==> src/rtl/lsu_pkg.sv <==
// Shared types and decode helpers for the load/store unit.
package lsu_pkg;

  localparam int unsigned BE_W = 4;

  typedef enum logic [1:0] {
    IDLE,
    REQ,
    WAIT,
    DONE
  } lsu_state_e;

  typedef enum logic [1:0] {
    SZ_BYTE,
    SZ_HALF,
    SZ_WORD
  } lsu_size_e;

  localparam logic [2:0] LB  = 3'b000;
  localparam logic [2:0] LH  = 3'b001;
  localparam logic [2:0] LW  = 3'b010;
  localparam logic [2:0] LBU = 3'b100;
  localparam logic [2:0] LHU = 3'b101;
  localparam logic [2:0] SB  = 3'b000;
  localparam logic [2:0] SH  = 3'b001;
  localparam logic [2:0] SW  = 3'b010;

  // Size depends only on funct3[1:0]; the reserved encodings fall into word.
  function automatic lsu_size_e decode_size(input logic [1:0] f3_lo);
    case (f3_lo)
      2'b00:   return SZ_BYTE;
      2'b01:   return SZ_HALF;
      default: return SZ_WORD;
    endcase
  endfunction

  function automatic logic [1:0] lane_offset(input lsu_size_e sz, input logic [1:0] lo);
    case (sz)
      SZ_BYTE: return lo;
      SZ_HALF: return {lo[1], 1'b0};
      default: return 2'b00;
    endcase
  endfunction

  function automatic logic [BE_W-1:0] byte_enables(input lsu_size_e sz, input logic [1:0] lo);
    case (sz)
      SZ_BYTE: return 4'b0001 << lo;
      SZ_HALF: return 4'b0011 << {lo[1], 1'b0};
      default: return '1;
    endcase
  endfunction

  function automatic logic is_misaligned(input lsu_size_e sz, input logic [1:0] lo);
    case (sz)
      SZ_HALF: return lo[0];
      SZ_WORD: return lo != 2'b00;
      default: return 1'b0;
    endcase
  endfunction

endpackage

==> src/rtl/load_align.sv <==
// Load lane shift and sign/zero extension of the raw bus read word.
module load_align
  import lsu_pkg::*;
#(
  parameter int unsigned WORDSIZE = 32
) (
  input  logic [WORDSIZE-1:0] busRData,
  input  logic [1:0]          addrLow,
  input  logic [2:0]          funct3,
  output logic [WORDSIZE-1:0] loadData
);

  logic [WORDSIZE-1:0] shifted;

  always_comb begin
    shifted = busRData >> {addrLow, 3'b000};
    case (funct3)
      LB:      loadData = {{(WORDSIZE-8){shifted[7]}}, shifted[7:0]};
      LBU:     loadData = {{(WORDSIZE-8){1'b0}}, shifted[7:0]};
      LH:      loadData = {{(WORDSIZE-16){shifted[15]}}, shifted[15:0]};
      LHU:     loadData = {{(WORDSIZE-16){1'b0}}, shifted[15:0]};
      default: loadData = shifted;
    endcase
  end

endmodule

==> src/rtl/load_store_unit.sv <==
// Sequential load/store unit: one valid/ready bus transaction per access.
// Optional misaligned trap enabled by LSU_MISALIGN_TRAP_EN.
module load_store_unit
  import lsu_pkg::*;
#(
  parameter int unsigned WORDSIZE = 32
) (
  input  logic                clk,
  input  logic                rstN,
  input  logic                memRead,
  input  logic                memWrite,
  input  logic [2:0]          funct3,
  input  logic [WORDSIZE-1:0] address,
  input  logic [WORDSIZE-1:0] storeData,
  output logic [WORDSIZE-1:0] readData,
  output logic                stall,
`ifdef LSU_MISALIGN_TRAP_EN
  output logic                misaligned,
`endif
  output logic                busReqValid,
  input  logic                busReqReady,
  output logic                busWrite,
  output logic [WORDSIZE-1:0] busAddr,
  output logic [BE_W-1:0]     busByteEn,
  output logic [WORDSIZE-1:0] busWData,
  input  logic                busRspValid,
  input  logic [WORDSIZE-1:0] busRData
);

  lsu_state_e          state_q, state_d;
  logic                req;
  lsu_size_e           size_in;
  logic [1:0]          off_in;
  logic [WORDSIZE-1:0] wdata_in;
  logic [WORDSIZE-1:0] load_data;

  logic                write_q;
  logic [WORDSIZE-1:0] addr_q;
  logic [BE_W-1:0]     be_q;
  logic [WORDSIZE-1:0] wdata_q;
  logic [2:0]          funct3_q;
  logic [1:0]          off_q;
  logic [WORDSIZE-1:0] rdata_q;
`ifdef LSU_MISALIGN_TRAP_EN
  logic                mis_in;
  logic                mis_q;
`endif

  assign req     = memRead | memWrite;
  assign size_in = decode_size(funct3[1:0]);
  assign off_in  = lane_offset(size_in, address[1:0]);
`ifdef LSU_MISALIGN_TRAP_EN
  assign mis_in  = is_misaligned(size_in, address[1:0]);
`endif

  always_comb begin
    case (size_in)
      SZ_BYTE: wdata_in = {(WORDSIZE/8){storeData[7:0]}};
      SZ_HALF: wdata_in = {(WORDSIZE/16){storeData[15:0]}};
      default: wdata_in = storeData;
    endcase
  end

  // State register
  always_ff @(posedge clk or negedge rstN) begin
    if (!rstN) state_q <= IDLE;
    else       state_q <= state_d;
  end

  // Next-state logic
  always_comb begin
    state_d = state_q;
    case (state_q)
      IDLE: begin
        if (req) begin
`ifdef LSU_MISALIGN_TRAP_EN
          state_d = mis_in ? DONE : REQ;
`else
          state_d = REQ;
`endif
        end
      end
      REQ:     if (busReqReady) state_d = WAIT;
      WAIT:    if (busRspValid) state_d = DONE;
      DONE:    state_d = IDLE;
      default: state_d = IDLE;
    endcase
  end

  // Output logic
  always_comb begin
    busReqValid = (state_q == REQ);
    stall       = req && (state_q != DONE);
`ifdef LSU_MISALIGN_TRAP_EN
    misaligned  = (state_q == DONE) && mis_q;
`endif
  end

  // Request fields are captured once in IDLE so the bus sees them stable through REQ.
  always_ff @(posedge clk or negedge rstN) begin
    if (!rstN) begin
      write_q  <= 1'b0;
      addr_q   <= '0;
      be_q     <= '0;
      wdata_q  <= '0;
      funct3_q <= '0;
      off_q    <= '0;
      rdata_q  <= '0;
`ifdef LSU_MISALIGN_TRAP_EN
      mis_q    <= 1'b0;
`endif
    end else begin
      if (state_q == IDLE && req) begin
        write_q  <= memWrite;
        addr_q   <= {address[WORDSIZE-1:2], 2'b00};
        be_q     <= byte_enables(size_in, address[1:0]);
        wdata_q  <= wdata_in;
        funct3_q <= funct3;
        off_q    <= off_in;
`ifdef LSU_MISALIGN_TRAP_EN
        mis_q    <= mis_in;
`endif
      end
      if (state_q == WAIT && busRspValid && !write_q) begin
        rdata_q <= load_data;
      end
    end
  end

  load_align #(
    .WORDSIZE(WORDSIZE)
  ) u_load_align (
    .busRData(busRData),
    .addrLow (off_q),
    .funct3  (funct3_q),
    .loadData(load_data)
  );

  assign readData  = rdata_q;
  assign busWrite  = write_q;
  assign busAddr   = addr_q;
  assign busByteEn = be_q;
  assign busWData  = wdata_q;

endmodule

==> config.mk <==
export PLATFORM = sky130hd
export DESIGN_NAME = load_store_unit
export DESIGN_NICKNAME = d
export VERILOG_FILES = /design/src/rtl/lsu_pkg.sv /design/src/rtl/load_align.sv /design/src/rtl/load_store_unit.sv
export SDC_FILE = /design/constraint.sdc
export NUM_CORES = 1
export LEC_CHECK = 0
export ABC_AREA = 0
export BUFFER_PORTS_ARGS = -buffer_cell sky130_fd_sc_hd__buf_2
export CAP_MARGIN = 20
export CORE_MARGIN = 10
export CORE_UTILIZATION = 48
export DETAILED_ROUTE_END_ITERATION = 10
export GPL_TIMING_DRIVEN = 0
export PLACE_DENSITY = 0.8
export SYNTH_ARGS = -nofsm -noshare
export SYNTH_HDL_FRONTEND = slang
export SYNTH_SLANG_ARGS = --single-unit
==> constraint.sdc <==
create_clock -name clk -period 2.2 [get_ports clk]
set_input_delay 0.22 -clock clk [delete_from_list [all_inputs] [get_ports clk]]
set_output_delay 0.22 -clock clk [all_outputs]
set_load 0.005 [all_outputs]
==> flow_summary.ini, run 1 <==
[run_status]
status = completed

[die]
die-width_um = 121.3
die_area_sq_um = 14720
start_util = 0.4973
ios = 208
rows = 36
core-area_sq_um = 9910
die_y_um = 121.3

[placement]
place.gp.congestion = 0.9357
dp_cells = 788
place_ws_ns = -0.04894
portBuffers = 204
dpl.hpwl_um = 12280
placed_area_sq_um = 6150

[timing]
fin_crit_sh = 0.9383
finalSetupTns_ns = 0
max_slew_margin = 0.5300
setup_viol = 0
setup_ws_ns = 0.1358
fin_skew_ns = 0.01022
grt_setup_unrepaired = no
tightest_slew_ns = 0.7050
slew_viol_final = 0
hold_viol_final = 0
post-route-min-period_ns = 2.064
max_freq_ghz = 0.4844

[grt]
antenna_found_initial = 0
grt_pass1_vias = 4441
grt_max_degree = 61
grt_pass1_wl_um = 23490
grt_overflow = 0
track_usage = 0.2011

[setup_path]
rrSetupSlack_ns = 0.14
cp-start-kind = flip-flop
critPathSlowestCell = dfrtp_1
worst-setup-path-type = flip-flop to flip-flop
arrival_ns = 2.32
cp_max_fo = 10
reg2reg_to = busWData[2]$_DFFE_PN0P_
max_stage_delay_ns = 0.41
r2r_start = state_q[0]$_DFFE_PN0P_
worst_ep_required_time_ns = 2.46
path_cells = inv_1 -> ha_1 -> o21ai_0 -> clkbuf_2 -> buf_2 -> mux2_2
endpoint_kind = flip-flop
reg2reg_depth = 6

[logic_synthesis]
yosysSeqAreaShare = 0.5382
synth_area_sq_um = 4928
syn_inst = 449
ys_warn_count = 0
synth_seq_cells = 106
avgSynthCellArea_sq_um = 10.98
ys_types = 37

[routing]
highest_layer = met4
wl_met1_um = 5943
ant_nets = 0
route.met2.wl_um = 7511
wire_per_inst_um = 19.18
remaining_drc_errors = 0
drtIter0Drc = 382
first_pass_iters = 5
vias_per_cell = 5.276
wl_met3_um = 1790
routed_wl_um = 15440
vias = 4247

[final_layout]
final_common_cell = buf_2
fin_cells = 805
n_fill_cell = 818
seqCellArea_sq_um = 2653
final_cell_mix = buf_2 (210), dfrtp_1 (106), nand2_1 (53)
multiInputGateArea_sq_um = 2106
antenna_cells = 0
drive_above_1_share = 0.4301
area_growth_pct = 28.74
finalInstanceArea_sq_um = 6345
final_nets = 776

[clock_tree]
cts_setup_buffers = 0
clk_pin_slew_ns = 0.10
root_buffer = clkbuf_8
cts_buffers = 9
clock_sinks = 106
cts_buffer_depth = 2
htreeDepth = 3
cts_tree = done
worstSkewPairLatency_ns = 0.37

[worst_hold_path]
hold_end = busAddr[12]$_DFFE_PN0P_
min_from = address[12]
hp-class = input port to flip-flop
whs_path_depth = 2

[pwr]
power_w = 0.008350
vdd_drop_max_mv = 0.7087
p_per_area_nw_per_um2 = 1316
leakagePower_nw = 3.190

[flow_run]
maxCapViolations = 0
power by group:
group | internal, W | leakage [nW] | switching [W]
logic | 0.00185 | 1.82 | 0.00194
registers | 0.00291 | 1.29 | 0.000537
clock network | 0.000450 | 0.0863 | 0.000674
what timing repair did:
item | CTS | global route
setup endpoints to repair | 39 | 8
pin swaps | 0 | 0
resized for setup | 1 | 1
hold buffers | 1 | 0
endpoints found under the hold margin | 46 | 0
cell usage after synthesis:
master / n / area [sq um]
o211ai_1: 1 / 7.510
mux4_2: 1 / 22.52
or2_1: 1 / 6.260
mux2i_1: 42 / 420.4
conb_1: 1 / 3.750
o21ba_2: 1 / 10.01
o2bb2ai_1: 1 / 8.760
buf_1: 1 / 3.750
a21oi_1: 25 / 125.1
nand2_1: 53 / 198.9
ha_1: 4 / 50.05
mux2_2: 49 / 551.8
buf_4: 2 / 15.01
o31a_1: 1 / 8.760
nor2b_1: 3 / 18.77
buf_2: 7 / 35.03
and3_4: 1 / 11.26
nand3b_2: 1 / 11.26
nor2_1: 36 / 135.1
clkbuf_1: 17 / 63.81
dlymetal6s2s_1: 1 / 12.51
nand3_1: 15 / 75.07
o31ai_1: 1 / 7.510
inv_1: 4 / 15.01
and2_1: 7 / 43.79
nand2b_1: 2 / 12.51
nand3b_1: 1 / 7.510
o311ai_0: 1 / 8.760
a221o_1: 8 / 80.08
o21ai_0: 46 / 230.2
o32a_1: 1 / 10.01
dfrtp_1: 106 / 2653
or2_2: 1 / 6.260
buf_6: 3 / 33.78
nor3_1: 2 / 10.01
a221oi_1: 1 / 8.760
nor2_2: 1 / 6.260
worst max-delay path, delay by kind of cell, from the launching register on:
family          cells  cell delay (ns)
fa+ha+maj           1             0.25
mux                 1             0.37
buf+inv             3             0.73
compound gates      1             0.20
flops               1             0.41
stage by stage:
step	hold slack, ns	util
finish	0.07529	0.6403
global route	0.06031	0.6403
CTS	0.05450	0.6398
detailed placement	0.2808	0.6206
global placement	0.4505	0.6176
floorplan	-0.07559	-
state kept, by name, indices dropped and copies added (netlist names):
name / flops
busWrite: 1
readData: 32
busWData: 32
state_q: 2
off_q: 2
busByteEn: 4
busAddr: 30
funct3_q: 3
per-layer routing:
metal,vias to the layer above,GRT usage
met4,0,0.05887
met5,-,0
li1,2000,-
met2,205,0.3363
met1,2028,0.2296
met3,14,0.08469
area by class of cell:
type | instances | share of cell area
repair buffers | 206 | 0.1672
clock inverters | 5 | 0.005916
multi-input cells | 309 | 0.3319
flip-flops and latches | 106 | 0.4181
well taps | 133 | 0.02623
inverters | 4 | 0.002366
plain buffers | 31 | 0.02603
clock buffers | 11 | 0.02228
how the worst max path moves through the flow:
stage | from | end | slack [ns] | depth (start not counted)
after global routing | state_q[0]$_DFFE_PN0P_ | busAddr[21]$_DFFE_PN0P_ | 0.02 | 6
after floorplan | state_q[0]$_DFFE_PN0P_ | busAddr[10]$_DFFE_PN0P_ | 0.43 | 6
after detailed placement | state_q[0]$_DFFE_PN0P_ | busWData[2]$_DFFE_PN0P_ | -0.05 | 6
after CTS | state_q[0]$_DFFE_PN0P_ | busWData[2]$_DFFE_PN0P_ | 0.11 | 6
after global placement | rstN | busAddr[30]$_DFFE_PN0P_ | -0.24 | 1
final | state_q[0]$_DFFE_PN0P_ | busWData[2]$_DFFE_PN0P_ | 0.14 | 6
logic make-up after synthesis:
| group | after synthesis | share of synthesized area |
|---|---|---|
| buf+inv | 35 | 0.03630 |
| mux | 92 | 0.2018 |
| flops | 106 | 0.5382 |
| fa+ha+maj | 4 | 0.01016 |
| compound gates | 87 | 0.1026 |
| other cells | 1 | 0.0007609 |
| simple gates | 124 | 0.1102 |
(Power assumes the default switching activity.)
==> run 2, diff against run 1 <==
CELL_PAD_IN_SITES_DETAIL_PLACEMENT = 2   (was not set)
CELL_PAD_IN_SITES_GLOBAL_PLACEMENT = 2   (was not set)
CORE_UTILIZATION = 29   (was 48)
PLACE_DENSITY = not set   (was 0.8)
PLACE_DENSITY_LB_ADDON = 0.1   (was not set)
==> run 2 against run 1 <==
  * Critical path depth is the same
  * Power grew 8.7%
  * Cell area grew 3.9%
  * First-iteration DRC count shrank 69%
  * Cell count grew 11%
  * Critical endpoint is now busAddr[31]$_DFFE_PN0P_
==> flow_summary.ini, run 2 (synthesis results as in run 1) <==
[routing]
vias_per_cell = 4.835
vias = 4327
remaining_drc_errors = 0
routed_wl_um = 18850
wire_per_inst_um = 21.06
drtIter0Drc = 120
ant_nets = 0
first_pass_iters = 4

[final_layout]
final_nets = 776
n_fill_cell = 1833
final_cell_mix = buf_2 (209), dfrtp_1 (106), nand2_1 (53)
finalInstanceArea_sq_um = 6591
area_growth_pct = 33.74
drive_above_1_share = 0.4345
final_common_cell = buf_2

[placement]
placed_area_sq_um = 6262
portBuffers = 204
dpl.hpwl_um = 14910
place.gp.congestion = 0.7926

[die]
die_area_sq_um = 22610
die_y_um = 150.4
rows = 47
core-area_sq_um = 16640
die-width_um = 150.4
start_util = 0.2961
ios = 208

[timing]
tightest_slew_ns = 0.8003
fin_crit_sh = 0.9135
max_freq_ghz = 0.4976
hold_viol_final = 0
slew_viol_final = 0
holdWs_ns = 0.08996
post-route-min-period_ns = 2.010
fin_skew_ns = 0.005801
grt_setup_unrepaired = no
setup_viol = 0
max_slew_margin = 0.4665

[worst_hold_path]
hp-class = input port to flip-flop

[grt]
grt_pass1_wl_um = 29360
track_usage = 0.1674
met3_usage = 0.06783
gr-usage-met1 = 0.1849
use_met2 = 0.2897
grt_pass1_vias = 5102
antenna_found_initial = 4
busiest_layer = met2
grt_overflow = 0
grt_max_degree = 84

[clock_tree]
root_buffer = clkbuf_16
cts_tree = done
clk_pin_slew_ns = 0.08
htreeDepth = 3
clock_sinks = 106
cts_buffer_depth = 2
cts_buffers = 9
worstSkewPairLatency_ns = 0.35

[pwr]
p_sw_frac = 0.3804
leakagePower_nw = 3.258
comb_power_share = 0.436
p_seq_frac = 0.382
internal-power_w = 0.005623
power.clock.fraction = 0.182
p_sw_w = 0.003452
vdd_drop_max_mv = 0.4977
p_per_area_nw_per_um2 = 1377

[setup_path]
worst_ep_required_time_ns = 2.44
cp-start-kind = flip-flop
worst-setup-path-type = flip-flop to flip-flop
path_buf_inv = 3
arrival_ns = 2.25
critPathSlowestCell = dfrtp_1
max_stage_delay_ns = 0.40
critPathTopFamily = buffers and inverters
cp_max_fo = 10
endpoint_kind = flip-flop
path_cells = inv_1 -> ha_1 -> o21ai_0 -> buf_4 -> buf_2 -> mux2_2

[run_status]
status = completed

[flow_run]
maxCapViolations = 0
-- run 2: area by class of cell --
cell class	count	area, sq um	share of cell area
clock inverter	5	45.04	0.006834
inverter	4	15.01	0.002278
sequential	106	2653	0.4024
clock buffer	11	252.7	0.03834
antenna	3	7.507	0.001139
buffer	31	172.7	0.02620
timing repair buffer	206	1065	0.1615
tap	220	275.3	0.04176
multi-input combinational	309	2106	0.3195
-- run 2: path summary, 6_finish.rpt --
| path | startpoint | depth (start not counted) | endpoint | slack [ns] |
|---|---|---|---|---|
| min in group asynchronous | rstN | 2 | readData[9]$_DFFE_PN0P_ | 0.30 |
| max in group asynchronous | rstN | 3 | busAddr[2]$_DFFE_PN0P_ | 1.20 |
| setup reg to reg | state_q[0]$_DFFE_PN0P_ | 6 | busAddr[31]$_DFFE_PN0P_ | 0.19 |
| hold reg to reg | busByteEn[1]$_DFFE_PN0P_ | 2 | busByteEn[1]$_DFFE_PN0P_ | 0.49 |
| setup / recovery | state_q[0]$_DFFE_PN0P_ | 6 | busAddr[31]$_DFFE_PN0P_ | 0.19 |
| hold / removal | address[2] | 2 | busAddr[2]$_DFFE_PN0P_ | 0.09 |
-- run 2: metrics by stage --
stage	utilization	TNS [ns]	cells	setup WS (ns)	total power (W)
floorplan	-	0	450	0.4314	0.005527
global placement	0.3743	-49.58	874	-0.4761	0.007335
detailed placement	0.3763	-1.696	875	-0.07712	0.007579
CTS	0.3952	0	892	0.04432	0.009288
global route	0.3956	0	892	0.005913	0.009856
finish	0.3961	0	895	0.1904	0.009076
-- run 2: repair_timing --
item,CTS,global route
buffers inserted,0,0
endpoints found under the setup margin,48,66
hold endpoints to repair,23,0
gates cloned,0,0
gates resized for setup,2,8
hold buffers,1,0
-- run 2: power by group through the flow --
stage | Combinational, W | Sequential, W | Clock [W]
CTS | 0.00409 | 0.00350 | 0.00171
finish | 0.00395 | 0.00347 | 0.00165
floorplan | 0.00203 | 0.00350 | 0
global route | 0.00444 | 0.00361 | 0.00180
global placement | 0.00390 | 0.00344 | 0
detailed placement | 0.00406 | 0.00352 | 0
-- run 2: per-layer routing --
layer	vias to the layer above	share of wire	routed length [um]
met5	-	0.00085	16
met4	2	0.012	221
met3	17	0.091	1710
met2	135	0.51	9599
met1	2176	0.39	7298
li1	1997	-	-
==> run 3, diff against run 2 <==
PLACE_DENSITY_LB_ADDON = 0.2   (was 0.1)
SYNTH_HIERARCHICAL = 1   (was not set)
==> run 3 against run 2 <==
  * Wire length up 3.6%
  * Power grew 9.7%
  * Die area increased by 5.9%
  * Area after synthesis rose by 6.8%
  * Sequential share of layout area shrank 2.0 points
  * Synthesized cell count is 14% higher
  * Combinational power grew 19%
  * Via count grew 6.7%
  * Setup slack better by 0.084 ns
  * Critical endpoint is now readData[8]$_DFFE_PN0P_
==> flow_summary.ini, run 3 <==
[clock_tree]
root_buffer = clkbuf_16
clk_pin_slew_ns = 0.07
clock_sinks = 106
cts_setup_buffers = 0
cts_tree = done
cts_buffers = 9
htreeDepth = 3
cts_buffer_depth = 2
worstSkewPairLatency_ns = 0.35

[timing]
max_slew_margin = 0.6323
setup_viol = 0
slew_viol_final = 0
fin_crit_sh = 0.8755
grt_setup_unrepaired = no
post-route-min-period_ns = 1.926
fin_skew_ns = 0.007033
hold_viol_final = 0
tightest_slew_ns = 0.5515
max_freq_ghz = 0.5192

[setup_path]
path_cells = buf_6 -> mux2i_1 -> mux2i_1 -> a21boi_2 -> nor2_1 -> mux2_4
rrSetupSlack_ns = 0.27
critical_path.most_common_cell = mux2i_1
path_buf_inv = 1
endpoint_kind = flip-flop
worst_ep_required_time_ns = 2.43
cp_max_fo = 8
critPathTopFamily = multiplexers
critPathSlowestCell = a21boi_2
arrival_ns = 2.16
max_stage_delay_ns = 0.41
cp-start-kind = flip-flop
worst-setup-path-type = flip-flop to flip-flop

[logic_synthesis]
yosysSeqAreaShare = 0.5038
synth_edf_count = 0
synth_seq_cells = 106
synthTopCellsByArea = dfrtp_1 (50%), nand2_1 (12%), mux2_4 (8.6%)
yosys.area.top_type = dfrtp_1
synth_most_common_cell = nand2_1
synthTopCellsByCount = nand2_1 (171), dfrtp_1 (106), mux2i_1 (43)
avgSynthCellArea_sq_um = 10.26
synth_area_sq_um = 5265
ys_warn_count = 6
yosys.area.top_type_share = 0.5038
synth_ff_type = dfrtp_1
syn_inst = 513
ys_types = 38
synthArstFlopShare = 1.000

[worst_hold_path]
hp-class = input port to flip-flop

[final_layout]
final_common_cell = buf_2
area_growth_pct = 31.89
seqCellArea_sq_um = 2653
multiInputGateArea_sq_um = 2370
final_nets = 840
final_cell_mix = buf_2 (212), nand2_1 (171), dfrtp_1 (106)
n_fill_cell = 2022
finish.utilization = 0.3879
drive_above_1_share = 0.4014

[die]
die_y_um = 154.7
ios = 208
start_util = 0.2941
die_area_sq_um = 23940
core-area_sq_um = 17900
die-width_um = 154.7
rows = 49

[pwr]
vdd_drop_max_mv = 0.4300
leakagePower_nw = 3.730
power_w = 0.009956
p_per_area_nw_per_um2 = 1434

[routing]
remaining_drc_errors = 0
ant_nets = 0
wire_per_inst_um = 20.24
routed_wl_um = 19530
vias = 4618
vias_per_cell = 4.785
first_pass_iters = 4
drtIter0Drc = 180

[grt]
grt_overflow = 0
grt_max_degree = 66
track_usage = 0.1625
antenna_found_initial = 2
grt_pass1_vias = 5365
grt_pass1_wl_um = 30950

[placement]
portBuffers = 204
dpl.hpwl_um = 15460
place.gp.congestion = 0.7541

[flow_run]
maxCapViolations = 0

[run_status]
status = completed
run 3: power breakdown:
group | internal (W) | switching, W
combinational | 0.00217 | 0.00255
clock | 0.00103 | 0.000746
sequential | 0.00290 | 0.000566
run 3: kinds of logic after synthesis:
group,count (synthesis),synth area share
AOI/OAI and AO/OA,68,0.08437
adders and majority gates,4,0.009506
buffers and inverters,38,0.04729
DFF,106,0.5038
muxes,83,0.1887
other,1,0.0007122
and+or+nand+nor,213,0.1656
run 3: timing repair:
action	in CTS	in global routing
resized for setup	0	1
endpoints found under the hold margin	41	0
hold buffers	1	0
setup endpoints to repair	0	8
run 3: worst paths after layout:
kind / from / to / depth (start not counted)
worst max-delay path: off_q[0]$_DFFE_PN0P_ / readData[8]$_DFFE_PN0P_ / 6
worst min-delay path: address[28] / busAddr[28]$_DFFE_PN0P_ / 3
worst max register to register: off_q[0]$_DFFE_PN0P_ / readData[8]$_DFFE_PN0P_ / 6
worst min register to register: off_q[1]$_DFFE_PN0P_ / off_q[1]$_DFFE_PN0P_ / 2
max in group asynchronous: rstN / busAddr[30]$_DFFE_PN0P_ / 3
min in group asynchronous: rstN / state_q[1]$_DFFE_PN0P_ / 2
run 3: worst min-delay path: stages:
cell     delay [ns]
buf_2          0.07
nand2_1        0.04
nand2_1        0.04
run 3: area by class of cell:
cell class                      instances  area share
Antenna cell                            1   0.0003604
Buffer                                 34     0.03369
Clock buffer                           11     0.03495
Clock inverter                          4     0.01099
Inverter                                4    0.002162
Multi-Input combinational cell        370      0.3413
Sequential cell                       106      0.3820
Tap cell                              229     0.04126
Timing Repair Buffer                  206      0.1533
run 3: stage by stage:
step	instance area, sq um	setup TNS, ns	hold WS (ns)	setup WS [ns]	instances
2_1_floorplan	5269	0	-0.07559	0.6105	514
3_3_place_gp	6576	-49.07	0.4107	-0.4736	947
3_5_place_dp	6610	0	0.1735	0.1439	948
4_1_cts	6939	0	0.04357	0.1339	964
5_1_grt	6944	0	0.05412	0.1435	965
6_report	6944	0	0.05642	0.2739	965
run 3: metal layers:
metal  routed length, um  global-route usage
met1                8061              0.1875
met2                9812              0.2820
met3                1398             0.05241
met4                 254             0.04453
met5                   0                   0
